===== src/rtl/conv_pool_phase_sequencer_if.sv =====
// Bundle of the phase sequencer's control and status signals.
// The sequencer takes the slave side; whatever drives it (layer logic or a bench) takes the master side.
interface conv_pool_phase_sequencer_if #(
  parameter int FIFO_ADDR_WIDTH = 4,
  parameter int MAX_PENDING     = 3
);
  localparam int PCW = $clog2(MAX_PENDING + 1);

  logic                     i_sys_reset;
  logic                     i_sys_enable;
  logic                     i_timestep;
  logic [FIFO_ADDR_WIDTH:0] i_fifo_count;
  logic                     i_conv_busy;
  logic                     i_pool_done;
  logic                     o_conv_enable;
  logic                     o_pool_start;
  logic                     o_pool_pause;
  logic                     o_timestep_ack;
  logic [PCW-1:0]           o_pending_count;
  logic                     o_overflow;
  logic [1:0]               o_phase;
  logic                     o_system_active;

  modport master (
    output i_sys_reset, i_sys_enable, i_timestep, i_fifo_count, i_conv_busy, i_pool_done,
    input  o_conv_enable, o_pool_start, o_pool_pause, o_timestep_ack,
    input  o_pending_count, o_overflow, o_phase, o_system_active
  );

  modport slave (
    input  i_sys_reset, i_sys_enable, i_timestep, i_fifo_count, i_conv_busy, i_pool_done,
    output o_conv_enable, o_pool_start, o_pool_pause, o_timestep_ack,
    output o_pending_count, o_overflow, o_phase, o_system_active
  );
endinterface


===== src/rtl/conv_pool_phase_sequencer.sv =====
// Timestep phase sequencer: queues timestep pulses, drains the conv engine,
// then runs one pooling pass per queued timestep. Pooling stalls with
// hysteresis while the input spike FIFO is backing up.
module conv_pool_phase_sequencer #(
  parameter int FIFO_ADDR_WIDTH  = 4,
  parameter int PAUSE_THRESHOLD  = 12,
  parameter int RESUME_THRESHOLD = 4,
  parameter int MAX_PENDING      = 3,
  parameter bit POOL_ENABLE      = 1'b1
) (
  input  logic                          clk,
  input  logic                          rst,
  conv_pool_phase_sequencer_if.slave    bus
);
  localparam int FW  = FIFO_ADDR_WIDTH + 1;
  localparam int PCW = $clog2(MAX_PENDING + 1);
  localparam logic [FW-1:0]  C_PAUSE  = FW'(PAUSE_THRESHOLD);
  localparam logic [FW-1:0]  C_RESUME = FW'(RESUME_THRESHOLD);
  localparam logic [PCW-1:0] C_MAX    = PCW'(MAX_PENDING);
  localparam logic [PCW-1:0] C_ONE    = PCW'(1);
  localparam logic [PCW-1:0] C_ZERO   = PCW'(0);

  typedef enum logic [1:0] {
    CONV_MODE      = 2'd0,
    CONV_FINISHING = 2'd1,
    POOL_MODE      = 2'd2,
    PAUSE_POOLING  = 2'd3
  } state_t;

  state_t         r_state, w_next_state;
  logic [PCW-1:0] r_pending, w_next_pending;
  logic           r_overflow, w_next_overflow;
  logic           r_pool_start, r_timestep_ack;
  logic           w_retire, w_launch, w_pending_nz;
  logic           w_conv_enable, w_pool_pause;

  assign w_pending_nz = (r_pending != C_ZERO);

  // Next-state decode; a retire always lands in CONV_MODE so at least one conv cycle follows.
  always_comb begin
    w_next_state = r_state;
    w_retire     = 1'b0;
    w_launch     = 1'b0;
    case (r_state)
      CONV_MODE: begin
        if (bus.i_sys_enable && w_pending_nz) begin
          w_next_state = CONV_FINISHING;
        end else begin
          w_next_state = CONV_MODE;
        end
      end
      CONV_FINISHING: begin
        if (bus.i_sys_enable && !bus.i_conv_busy) begin
          if (POOL_ENABLE) begin
            w_next_state = POOL_MODE;
            w_launch     = 1'b1;
          end else begin
            w_next_state = CONV_MODE;
            w_retire     = 1'b1;
          end
        end else begin
          w_next_state = CONV_FINISHING;
        end
      end
      POOL_MODE: begin
        // pool_done is honoured even while the sequencer is disabled
        if (bus.i_pool_done) begin
          w_next_state = CONV_MODE;
          w_retire     = 1'b1;
        end else if (bus.i_sys_enable && (bus.i_fifo_count >= C_PAUSE)) begin
          w_next_state = PAUSE_POOLING;
        end else begin
          w_next_state = POOL_MODE;
        end
      end
      PAUSE_POOLING: begin
        if (bus.i_pool_done) begin
          w_next_state = CONV_MODE;
          w_retire     = 1'b1;
        end else if (bus.i_sys_enable && (bus.i_fifo_count <= C_RESUME) && !bus.i_conv_busy) begin
          w_next_state = POOL_MODE;
        end else begin
          w_next_state = PAUSE_POOLING;
        end
      end
      default: begin
        w_next_state = CONV_MODE;
      end
    endcase
  end

  // Timestep queue: a simultaneous arrival and retire cancel, even at a full queue.
  always_comb begin
    w_next_pending  = r_pending;
    w_next_overflow = r_overflow;
    if (w_retire && bus.i_timestep) begin
      w_next_pending = r_pending;
    end else if (w_retire) begin
      if (w_pending_nz) begin
        w_next_pending = r_pending - C_ONE;
      end else begin
        w_next_pending = r_pending;
      end
    end else if (bus.i_timestep) begin
      if (r_pending == C_MAX) begin
        w_next_overflow = 1'b1;
      end else begin
        w_next_pending = r_pending + C_ONE;
      end
    end else begin
      w_next_pending = r_pending;
    end
  end

  // State, queue and pulse registers with async reset and synchronous soft clear.
  always_ff @(posedge clk or posedge rst) begin
    if (rst) begin
      r_state        <= CONV_MODE;
      r_pending      <= C_ZERO;
      r_overflow     <= 1'b0;
      r_pool_start   <= 1'b0;
      r_timestep_ack <= 1'b0;
    end else if (bus.i_sys_reset) begin
      r_state        <= CONV_MODE;
      r_pending      <= C_ZERO;
      r_overflow     <= 1'b0;
      r_pool_start   <= 1'b0;
      r_timestep_ack <= 1'b0;
    end else begin
      r_state        <= w_next_state;
      r_pending      <= w_next_pending;
      r_overflow     <= w_next_overflow;
      r_pool_start   <= w_launch;
      r_timestep_ack <= w_retire;
    end
  end

  // Engine gating decoded from state and sys_enable only (no path from timestep/pool_done/fifo_count).
  always_comb begin
    w_conv_enable = 1'b0;
    w_pool_pause  = 1'b0;
    case (r_state)
      CONV_MODE: begin
        w_conv_enable = bus.i_sys_enable;
        w_pool_pause  = 1'b0;
      end
      CONV_FINISHING: begin
        w_conv_enable = 1'b0;
        w_pool_pause  = 1'b0;
      end
      POOL_MODE: begin
        w_conv_enable = 1'b0;
        w_pool_pause  = !bus.i_sys_enable;
      end
      PAUSE_POOLING: begin
        w_conv_enable = bus.i_sys_enable;
        w_pool_pause  = 1'b1;
      end
      default: begin
        w_conv_enable = 1'b0;
        w_pool_pause  = 1'b0;
      end
    endcase
  end

  assign bus.o_conv_enable   = w_conv_enable;
  assign bus.o_pool_pause    = w_pool_pause;
  assign bus.o_pool_start    = r_pool_start;
  assign bus.o_timestep_ack  = r_timestep_ack;
  assign bus.o_pending_count = r_pending;
  assign bus.o_overflow      = r_overflow;
  assign bus.o_phase         = r_state;
  assign bus.o_system_active = (r_state != CONV_MODE) || w_pending_nz || bus.i_conv_busy;
endmodule

===== src/flat_wrapper.sv =====
// flat-port wrapper written by rule: the top's interface ports become plain ports
module conv_pool_phase_sequencer_flat 
#(
  parameter int FIFO_ADDR_WIDTH  = 4,
  parameter int PAUSE_THRESHOLD  = 12,
  parameter int RESUME_THRESHOLD = 4,
  parameter int MAX_PENDING      = 3,
  parameter bit POOL_ENABLE      = 1'b1
)
  (clk, rst, bus_i_sys_reset, bus_i_sys_enable, bus_i_timestep, bus_i_fifo_count, bus_i_conv_busy, bus_i_pool_done, bus_o_conv_enable, bus_o_pool_start, bus_o_pool_pause, bus_o_timestep_ack, bus_o_pending_count, bus_o_overflow, bus_o_phase, bus_o_system_active);
  conv_pool_phase_sequencer_if #(.FIFO_ADDR_WIDTH(FIFO_ADDR_WIDTH), .MAX_PENDING(MAX_PENDING)) bus_i ();
  input  logic clk;
  input  logic rst;
  input wire logic [$bits(bus_i.i_sys_reset)-1:0] bus_i_sys_reset;
  input wire logic [$bits(bus_i.i_sys_enable)-1:0] bus_i_sys_enable;
  input wire logic [$bits(bus_i.i_timestep)-1:0] bus_i_timestep;
  input wire logic [$bits(bus_i.i_fifo_count)-1:0] bus_i_fifo_count;
  input wire logic [$bits(bus_i.i_conv_busy)-1:0] bus_i_conv_busy;
  input wire logic [$bits(bus_i.i_pool_done)-1:0] bus_i_pool_done;
  output wire logic [$bits(bus_i.o_conv_enable)-1:0] bus_o_conv_enable;
  output wire logic [$bits(bus_i.o_pool_start)-1:0] bus_o_pool_start;
  output wire logic [$bits(bus_i.o_pool_pause)-1:0] bus_o_pool_pause;
  output wire logic [$bits(bus_i.o_timestep_ack)-1:0] bus_o_timestep_ack;
  output wire logic [$bits(bus_i.o_pending_count)-1:0] bus_o_pending_count;
  output wire logic [$bits(bus_i.o_overflow)-1:0] bus_o_overflow;
  output wire logic [$bits(bus_i.o_phase)-1:0] bus_o_phase;
  output wire logic [$bits(bus_i.o_system_active)-1:0] bus_o_system_active;
  assign bus_i.i_sys_reset = bus_i_sys_reset;
  assign bus_i.i_sys_enable = bus_i_sys_enable;
  assign bus_i.i_timestep = bus_i_timestep;
  assign bus_i.i_fifo_count = bus_i_fifo_count;
  assign bus_i.i_conv_busy = bus_i_conv_busy;
  assign bus_i.i_pool_done = bus_i_pool_done;
  assign bus_o_conv_enable = bus_i.o_conv_enable;
  assign bus_o_pool_start = bus_i.o_pool_start;
  assign bus_o_pool_pause = bus_i.o_pool_pause;
  assign bus_o_timestep_ack = bus_i.o_timestep_ack;
  assign bus_o_pending_count = bus_i.o_pending_count;
  assign bus_o_overflow = bus_i.o_overflow;
  assign bus_o_phase = bus_i.o_phase;
  assign bus_o_system_active = bus_i.o_system_active;
  conv_pool_phase_sequencer #(.FIFO_ADDR_WIDTH(FIFO_ADDR_WIDTH), .PAUSE_THRESHOLD(PAUSE_THRESHOLD), .RESUME_THRESHOLD(RESUME_THRESHOLD), .MAX_PENDING(MAX_PENDING), .POOL_ENABLE(POOL_ENABLE)) u_core (.clk(clk), .rst(rst), .bus(bus_i));
endmodule

===== config.mk =====
export PLATFORM = sky130hd
export DESIGN_NAME = conv_pool_phase_sequencer_flat
export DESIGN_NICKNAME = d
export VERILOG_FILES = /design/src/rtl/conv_pool_phase_sequencer_if.sv /design/src/rtl/conv_pool_phase_sequencer.sv /design/src/flat_wrapper.sv
export SDC_FILE = /design/constraint.sdc
export NUM_CORES = 1
export LEC_CHECK = 0
export BUFFER_PORTS_ARGS = -buffer_cell sky130_fd_sc_hd__buf_2
export CAP_MARGIN = 20
export CORE_MARGIN = 4
export CORE_UTILIZATION = 30
export CTS_BUF_LIST = sky130_fd_sc_hd__clkbuf_8 sky130_fd_sc_hd__clkbuf_16
export CTS_CLUSTER_SIZE = 8
export DETAILED_ROUTE_END_ITERATION = 8
export SLEW_MARGIN = 20
export SYNTH_ARGS = -nofsm -noshare
export SYNTH_HDL_FRONTEND = slang
export SYNTH_SLANG_ARGS = --single-unit

===== constraint.sdc =====
create_clock -name clk -period 1.55 [get_ports clk]
set_clock_uncertainty 0.1 [all_clocks]
set_input_delay 0.2325 -clock clk [delete_from_list [all_inputs] [get_ports clk]]
set_output_delay 0.2325 -clock clk [all_outputs]
set_load 0.02 [all_outputs]

After elaboration in Yosys (flattened, before gate mapping)
Index checks and enable logic that the tools add are counted.
{"block": "totals", "regBits": 7, "input_bits": 12, "output_inout_bits": 10, "elab_cells": 66}
{"block": "op_classes", "addsub": 2, "n_eq_ne": 8, "magnitude_cmp": 2, "n_reduce_logical": 22, "mux": 27}
{"operator": "2-to-1 mux 2 bit", "count": 10}
{"operator": "2-to-1 mux 1 bit", "count": 14}
{"operator": "one-hot mux 2 bit (4 select lines)", "count": 1}
{"operator": "AND reduction 4 bit", "count": 2}
{"operator": "nonzero test 2 bit", "count": 4}
{"operator": "OR reduction 2 bit", "count": 4}
{"operator": "== test 2 bit (second input constant)", "count": 3}
{"operator": "logical AND 1 bit", "count": 6}
{"operator": ">= comparator 5 x 4 -> 1 bit (second input constant)", "count": 1}
{"operator": "<= comparator 5 x 3 -> 1 bit (second input constant)", "count": 1}
{"operator": "!= test 2 bit (second input constant)", "count": 2}
{"operator": "!= test 3 x 2 -> 1 bit (second input constant)", "count": 1}
{"operator": "!= test 3 bit (second input constant)", "count": 1}
{"operator": "one-hot mux 1 bit (3 select lines)", "count": 1}
{"operator": "nonzero test 3 bit", "count": 1}
{"operator": "adder 2 x 1 -> 2 bit (second input constant)", "count": 1}
{"operator": "== test 2 x 1 -> 1 bit (second input constant)", "count": 1}
{"operator": "zero test 1 bit", "count": 2}
{"operator": "zero test 2 bit", "count": 1}
{"operator": "logical OR 1 bit", "count": 2}
{"operator": "one-hot mux 1 bit (2 select lines)", "count": 1}
{"operator": "subtractor 2 x 1 -> 2 bit (second input constant)", "count": 1}

Logic depth before layout (Yosys ltp)
Gate-level depths: netlist of run 1.
{"block": "logic_depth", "ltp_word": 7, "ltp_mapped": 6, "depth_no_buf": 6}

Worst setup path before layout of run 1
No wires, ideal clock.
{"block": "synth_timing", "path_kind": "register to output", "startpoint": "register u_core.r_state[0] (netlist: u_core.bus.o_phase[0])", "endpoint": "output port bus_o_system_active", "required_time_ps": 1217, "stages_incl_launch_ff": 4, "n_path_buf": 0, "arrival_time_ps": 1310, "setup_slack_ps": -92, "path_cell_list": "dfrtp_1 > inv_1 > ha_1 > or4b_1"}
{"block": "synth_via", "elab_chain_len": 3}
{"item": "from (decl)", "line_no": "conv_pool_phase_sequencer.sv:30", "text": "state_t r_state, w_next_state;"}
{"item": "from (signal assigned)", "line_no": "conv_pool_phase_sequencer.sv:130", "text": "r_state <= w_next_state;"}
{"item": "nonzero test 2 bit", "line_no": "conv_pool_phase_sequencer.sv:173", "text": "assign bus.o_system_active = (r_state != CONV_MODE) || w_pending_nz || bus.i_conv_busy;"}
{"item": "logical OR 1 bit (2 in series)", "line_no": "conv_pool_phase_sequencer.sv:173"}
{"item": "to (decl)", "line_no": "flat_wrapper.sv:27", "text": "output wire logic [$bits(bus_i.o_system_active)-1:0] bus_o_system_active;"}
No other way between the ends.

Final worst setup path of run 1
{"block": "layout_timing", "startpoint": "register u_core.r_state[1] (netlist: u_core.bus.o_phase[1])", "endpoint": "output port bus_o_system_active"}
Same word-level chain as after synthesis.

==> flow_summary.yaml, run 1 <==
outcome:
  status: "finished, violations left"
  violations: "negative setup slack"
grt:
  antenna_found_initial: 0
  grt_pass1_wl_mm: 2.07
  first_global_vias: 473
  grt.total_usage_pct: 13.6
  overflow: 0
  grt_max_degree: 9
critical_path:
  cpLargestDelayFamily: "simple AND/OR/NAND/NOR gates"
  cp_slowest_cell: "or4b_4"
  cp.arrival_ps: 1430
  worstPathRequired_ps: 1220
  startpoint_type: "flop"
  max_stage_delay_ps: 450
  crit_type: "reg2out"
  crit_path_max_fanout: 2
  crit_chain: "inv_2 > ha_4 > or4b_4 > buf_6"
  cp_num_buf_inv: 2
  critPathCaptureType: "output port"
detailed_routing:
  postRouteAntennaNets: 0
  drt-total-wl_mm: 1.21
  first_pass_iters: 2
  route.vias.total: 474
  dr.first_iter.drc_count: 7
  vias_per_cell: 4.89
  wl_per_cell_microns: 12.5
  drc: 0
floorplan:
  io_pins: 22
  dieArea_sq_mm: 0.00218
  rows: 13
  core-area_sq_mm: 0.00135
  start_util_pct: 33.2
  die_w_microns: 46.6
  die_h_microns: 46.6
layout:
  final_cell_mix: "buf_2, buf_4, nor2_1, dfrtp_1, inv_1"
  seq_area_sq_um: 178
  antenna_cells: 0
  drive_gt1_share_pct: 53.7
  final_common_cell: "buf_2"
  nets: 99
  area_delta_synth_final_pct: 67.9
  final_util_pct: 55.7
  multi_input_area_sq_um: 300
  nFillCells: 127
logic_synthesis:
  synth_top_area_share_pct: 39.1
  synth_area_leaders: "dfrtp_1, ha_1, inv_1"
  synth_warnings: 0
  synthesis.area_sq_um: 448
  syn_inst: 49
  ys_ff_latch: 7
  ys_seq_area_share_pct: 39.1
  synth_top_cell_by_area: "dfrtp_1"
  syn_area_per_cell_sq_um: 9.14
  syn-num-nets: 65
  netlist-cell-type-count: 22
sta:
  rsz0062_at_grt: "yes"
  slew-limit-headroom_pct: 82.1
  worst_pin_slew_ps: 269
  hold_viol_final: 0
  period_share_pct: 113
  max_clock_freq_ghz: 0.569
  final_max_slew_viol_count: 0
  finalSetupViolations: 5
  whs_ps: 184
  period_needed_ps: 1760
  final.setup.worst_slack_ps: -208
power_and_ir_drop:
  p_leak_nw: 0.369
  ir_drop_mv: 0.436
  p_per_area_mw_per_mm2: 731
  power_mw: 0.550
placed_design:
  pre_cts_slack_ps: -35.7
  post-dp-hpwl_microns: 892
  gp_congestion: 0.744
  io_buffer_count: 21
cts:
  cts_made_buffers: 3
  cts_tree: "done"
  cts_root_buffer: "clkbuf_8"
  cts.sinks: 7
  clockBufferDepth: 2
  htree_num_levels: 1
  clk_pin_slew_ps: 40
  insertion_delay_ps: 220
job:
  maxCapViolCount: 0
hold_path:
  hold_path_class: "in2reg"
[synthesized netlist by cell type (all sizes together)]
| library cell | count |
|---|---|
| o21ai | 6 |
| o211ai | 1 |
| mux2i | 1 |
| a21o | 1 |
| o22ai | 1 |
| clkbuf | 1 |
| nor3 | 2 |
| nand2 | 2 |
| and2 | 2 |
| xor2 | 1 |
| dfrtp | 7 |
| ha | 4 |
| a211oi | 2 |
| a31oi | 1 |
| nor2 | 5 |
| or4b | 1 |
| a21oi | 3 |
| nor2b | 2 |
| a311o | 1 |
| inv | 5 |
[layer usage]
| metal | global-route usage (%) | wire [microns] | up-vias |
|---|---|---|---|
| li1 | - | - | 238 |
| met1 | 16.5 | 533 | 217 |
| met2 | 22.8 | 552 | 17 |
| met3 | 4.69 | 117 | 2 |
| met4 | 3.31 | 6 | 0 |
| met5 | 0 | 0 | - |
[registers in the layout (all words and copies together) (netlist names)]
register / count
u_core.bus.o_phase: 2
u_core.bus.o_pending_count: 2
u_core.bus.o_timestep_ack: 1
u_core.bus.o_overflow: 1
u_core.bus.o_pool_start: 1
[power breakdown]
part	switching [mW]	internal [mW]	total (mW)
logic	0.0591	0.0528	0.112
registers	0.00325	0.190	0.193
clock network	0.0742	0.171	0.245
[cells by family (layout without fill, tap and decap cells)]
family	Yosys count	in the layout	share of synthesized area (%)
AOI/OAI and AO/OA	16	16	24.6
and+or+nand+nor	14	14	15.9
DFF	7	7	39.1
buffers and inverters	6	39	5.03
adders and majority gates	4	4	11.2
xor gates and xnor gates	1	1	1.96
muxes	1	1	2.23
[layout make-up]
type                       count  area share, %
tap                           15           2.50
sequential                     7           23.6
clock buffer                   3           5.49
clock inverter                 1          0.499
multi-input combinational     36           39.9
inverter                       5           2.50
timing repair buffer          30           25.5
[worst paths after layout]
kind,cells past startpoint,from,endpoint,slack (ps)
worst max register to register,7,u_core.bus.o_phase[1],u_core.bus.o_pending_count[1],-40
worst min-delay path,2,bus_i_sys_reset,u_core.bus.o_phase[1],180
worst min register to register,2,u_core.bus.o_overflow,u_core.bus.o_overflow,400
min in group asynchronous,3,rst,u_core.bus.o_pool_start,380
max in group asynchronous,3,rst,u_core.bus.o_phase[1],740
worst max-delay path,4,u_core.bus.o_phase[1],bus_o_system_active,-210
[metrics by stage]
stage | area (sq um) | TNS [ps] | cells
after floorplan | 457 | 0 | 49
after global placement | 607 | -23.7 | 88
after CTS | 726 | -291 | 96
after global routing | 752 | -825 | 97
final | 752 | -443 | 97
after detailed placement | 607 | -35.7 | 88
[what timing repair did]
item / 4_1_cts / 5_1_grt
endpoints found under the setup margin: 3 / 5
endpoints found under the hold margin: 7 / 0
resized for setup: 7 / 5
setup buffers: 3 / 1
pin swaps: 0 / 6
hold buffers: 1 / 0
Power figures use the tool's default switching activity.
==> run 2: changes to the inputs <==
BUFFER_PORTS_ARGS = -buffer_cell sky130_fd_sc_hd__buf_4   (was -buffer_cell sky130_fd_sc_hd__buf_2)
CORE_MARGIN = unset   (was 4)
REMOVE_ABC_BUFFERS = 1   (was unset)
==> run 2 against run 1 <==
The run still ends with negative setup slack left. Fmax is 0.56% lower. Utilization is 1.8 points higher. Non-clock buffer count is 2 higher. Worst setup slack worse by 9.9 ps. Routed wire length is 2.6% higher. Sequential share of layout area is 1.0 points lower. Sequential cell count stayed put. Via count is 0.42% higher. Cell count is 2.1% higher. Combinational power is 11% higher. Critical path type unchanged. Largest cell class unchanged. Largest power group unchanged.
==> flow_summary.yaml, run 2 (synthesis gave the netlist of run 1 again) <==
outcome:
  status: "finished, violations left"
  violations: "negative setup slack"
layout:
  final_common_cell: "buf_4"
  antenna_cells: 0
  final_cell_mix: "buf_4, dfrtp_1, nor2_1"
  final_util_pct: 57.5
  area_delta_synth_final_pct: 73.2
  fin_area_sq_um: 776
  final_cells: 99
  nets: 101
  drive_gt1_share_pct: 50.0
critical_path:
  crit_path_max_fanout: 2
  critPathCaptureType: "output port"
  rr_startpoint: "u_core.bus.o_phase[1]"
  timing.rr.end: "u_core.bus.o_pending_count[0]"
  cp.arrival_ps: 1440
  r2r_cells: 6
  crit_type: "reg2out"
  startpoint_type: "flop"
  r2r_slack_ps: -10
  worstPathRequired_ps: 1220
  critPathCapture: "bus_o_system_active"
  cp-startpoint: "u_core.bus.o_phase[1]"
power_and_ir_drop:
  p_comb_share_pct: 21.7
  p_int_mw: 0.427
  power.share.switching_pct: 25.5
  seq_power_share_pct: 33.7
  p_per_area_mw_per_mm2: 739
  ir_drop_mv: 0.400
  p_leak_nw: 0.389
  power_mw: 0.573
  clkPwrFrac_pct: 44.6
  p_sw_mw: 0.146
grt:
  grt_pass1_wl_mm: 1.79
  overflow: 0
  antenna_found_initial: 0
  grt.total_usage_pct: 18.0
  first_global_vias: 400
  grt_max_degree: 9
sta:
  hold_viol_final: 0
  worst_pin_slew_ps: 273
  finalSetupViolations: 3
  final.setup.worst_slack_ps: -218
  final_max_slew_viol_count: 0
  period_needed_ps: 1770
  whs_ps: 125
  rsz0062_at_grt: "yes"
  period_share_pct: 114
  max_clock_freq_ghz: 0.566
  slew-limit-headroom_pct: 81.8
placed_design:
  placedCellCount: 89
  post-dp-hpwl_microns: 841
  io_buffer_count: 21
  dpl_cell_area_sq_um: 658
  gp_congestion: 0.760
hold_path:
  hold_path_class: "in2reg"
cts:
  insertion_delay_ps: 230
  cts_root_buffer: "clkbuf_8"
  cts.sinks: 7
  cts_tree: "done"
  clk_pin_slew_ps: 40
  cts_made_buffers: 3
  clockBufferDepth: 2
  htree_num_levels: 1
floorplan:
  dieArea_sq_mm: 0.00165
  die_w_microns: 40.6
  io_pins: 22
  core-area_sq_mm: 0.00135
  rows: 13
  start_util_pct: 33.2
  die_h_microns: 40.6
detailed_routing:
  dr.first_iter.drc_count: 10
  drt-total-wl_mm: 1.24
  m1WireLength_microns: 553
  top_layer_used: "met4"
  route.vias.total: 476
  wl_per_cell_microns: 12.6
  wl_met2_microns: 586
  vias_per_cell: 4.81
  postRouteAntennaNets: 0
  met3_length_microns: 87
  drc: 0
  first_pass_iters: 3
job:
  maxCapViolCount: 0
-- run 2: cell types whose count changed in the layout (fill, tap and decap cells not counted), moves of 2 or more --
| cell | change |
|---|---|
| ha_4 | -2 |
| dfrtp_1 | +2 |
| buf_6 | -2 |
| buf_2 | -19 |
| dfrtp_2 | -2 |
| buf_4 | +23 |
-- run 2: layout make-up --
cell class	instances	area, sq um
fillers	127	574
flip-flops and latches	7	175
inverters	5	18.8
multi-input cells	36	272
repair buffers	32	246
clock buffers	3	41.3
clock inverters	1	3.75
well taps	15	18.8
-- run 2: timing repair --
| item | CTS | global route |
|---|---|---|
| gates resized for setup | 8 | 0 |
| setup endpoints to repair | 3 | 5 |
| hold buffers | 1 | 0 |
| endpoints found under the hold margin | 7 | 0 |
| buffers inserted | 3 | 2 |
| cloned | 0 | 0 |
| pin swaps | 0 | 2 |
-- run 2: metrics by stage --
step,worst slack [ps],setup TNS (ps)
after floorplan,-92.4,-92.4
after global routing,-263,-736
after global placement,5.65,0
after CTS,-206,-403
after detailed placement,-42.9,-42.9
final,-218,-398
-- run 2: metal layers --
metal | up-vias | GRT usage, %
li1 | 242 | -
met1 | 213 | 19.9
met2 | 18 | 29.8
met3 | 3 | 6.52
met4 | 0 | 10.0
met5 | - | 0
-- run 2: worst max-delay path, cell delays in order (launching register included) --
cell and delay, ps:
dfrtp_1 390, inv_2 90, ha_4 130, or4b_4 450
buf_6 150
-- run 2: worst min-delay path by stage --
stage | endpoint | slack [ps] | start | cells after the start
floorplan | u_core.bus.o_overflow | -60 | rst | 1
global placement | u_core.bus.o_pool_start | 80 | rst | 2
detailed placement | u_core.bus.o_pool_start | 90 | rst | 2
CTS | u_core.bus.o_timestep_ack | 110 | bus_i_sys_reset | 2
global route | u_core.bus.o_timestep_ack | 130 | bus_i_sys_reset | 2
finish | u_core.bus.o_timestep_ack | 130 | bus_i_sys_reset | 2
-- run 2: power groups by stage --
stage / clock network [mW] / registers (mW) / logic (mW)
6_report: 0.256 / 0.193 / 0.124
5_1_grt: 0.269 / 0.194 / 0.136
4_1_cts: 0.266 / 0.193 / 0.122
3_5_place_dp: 0 / 0.195 / 0.109
3_3_place_gp: 0 / 0.195 / 0.108
2_1_floorplan: 0 / 0.207 / 0.0361
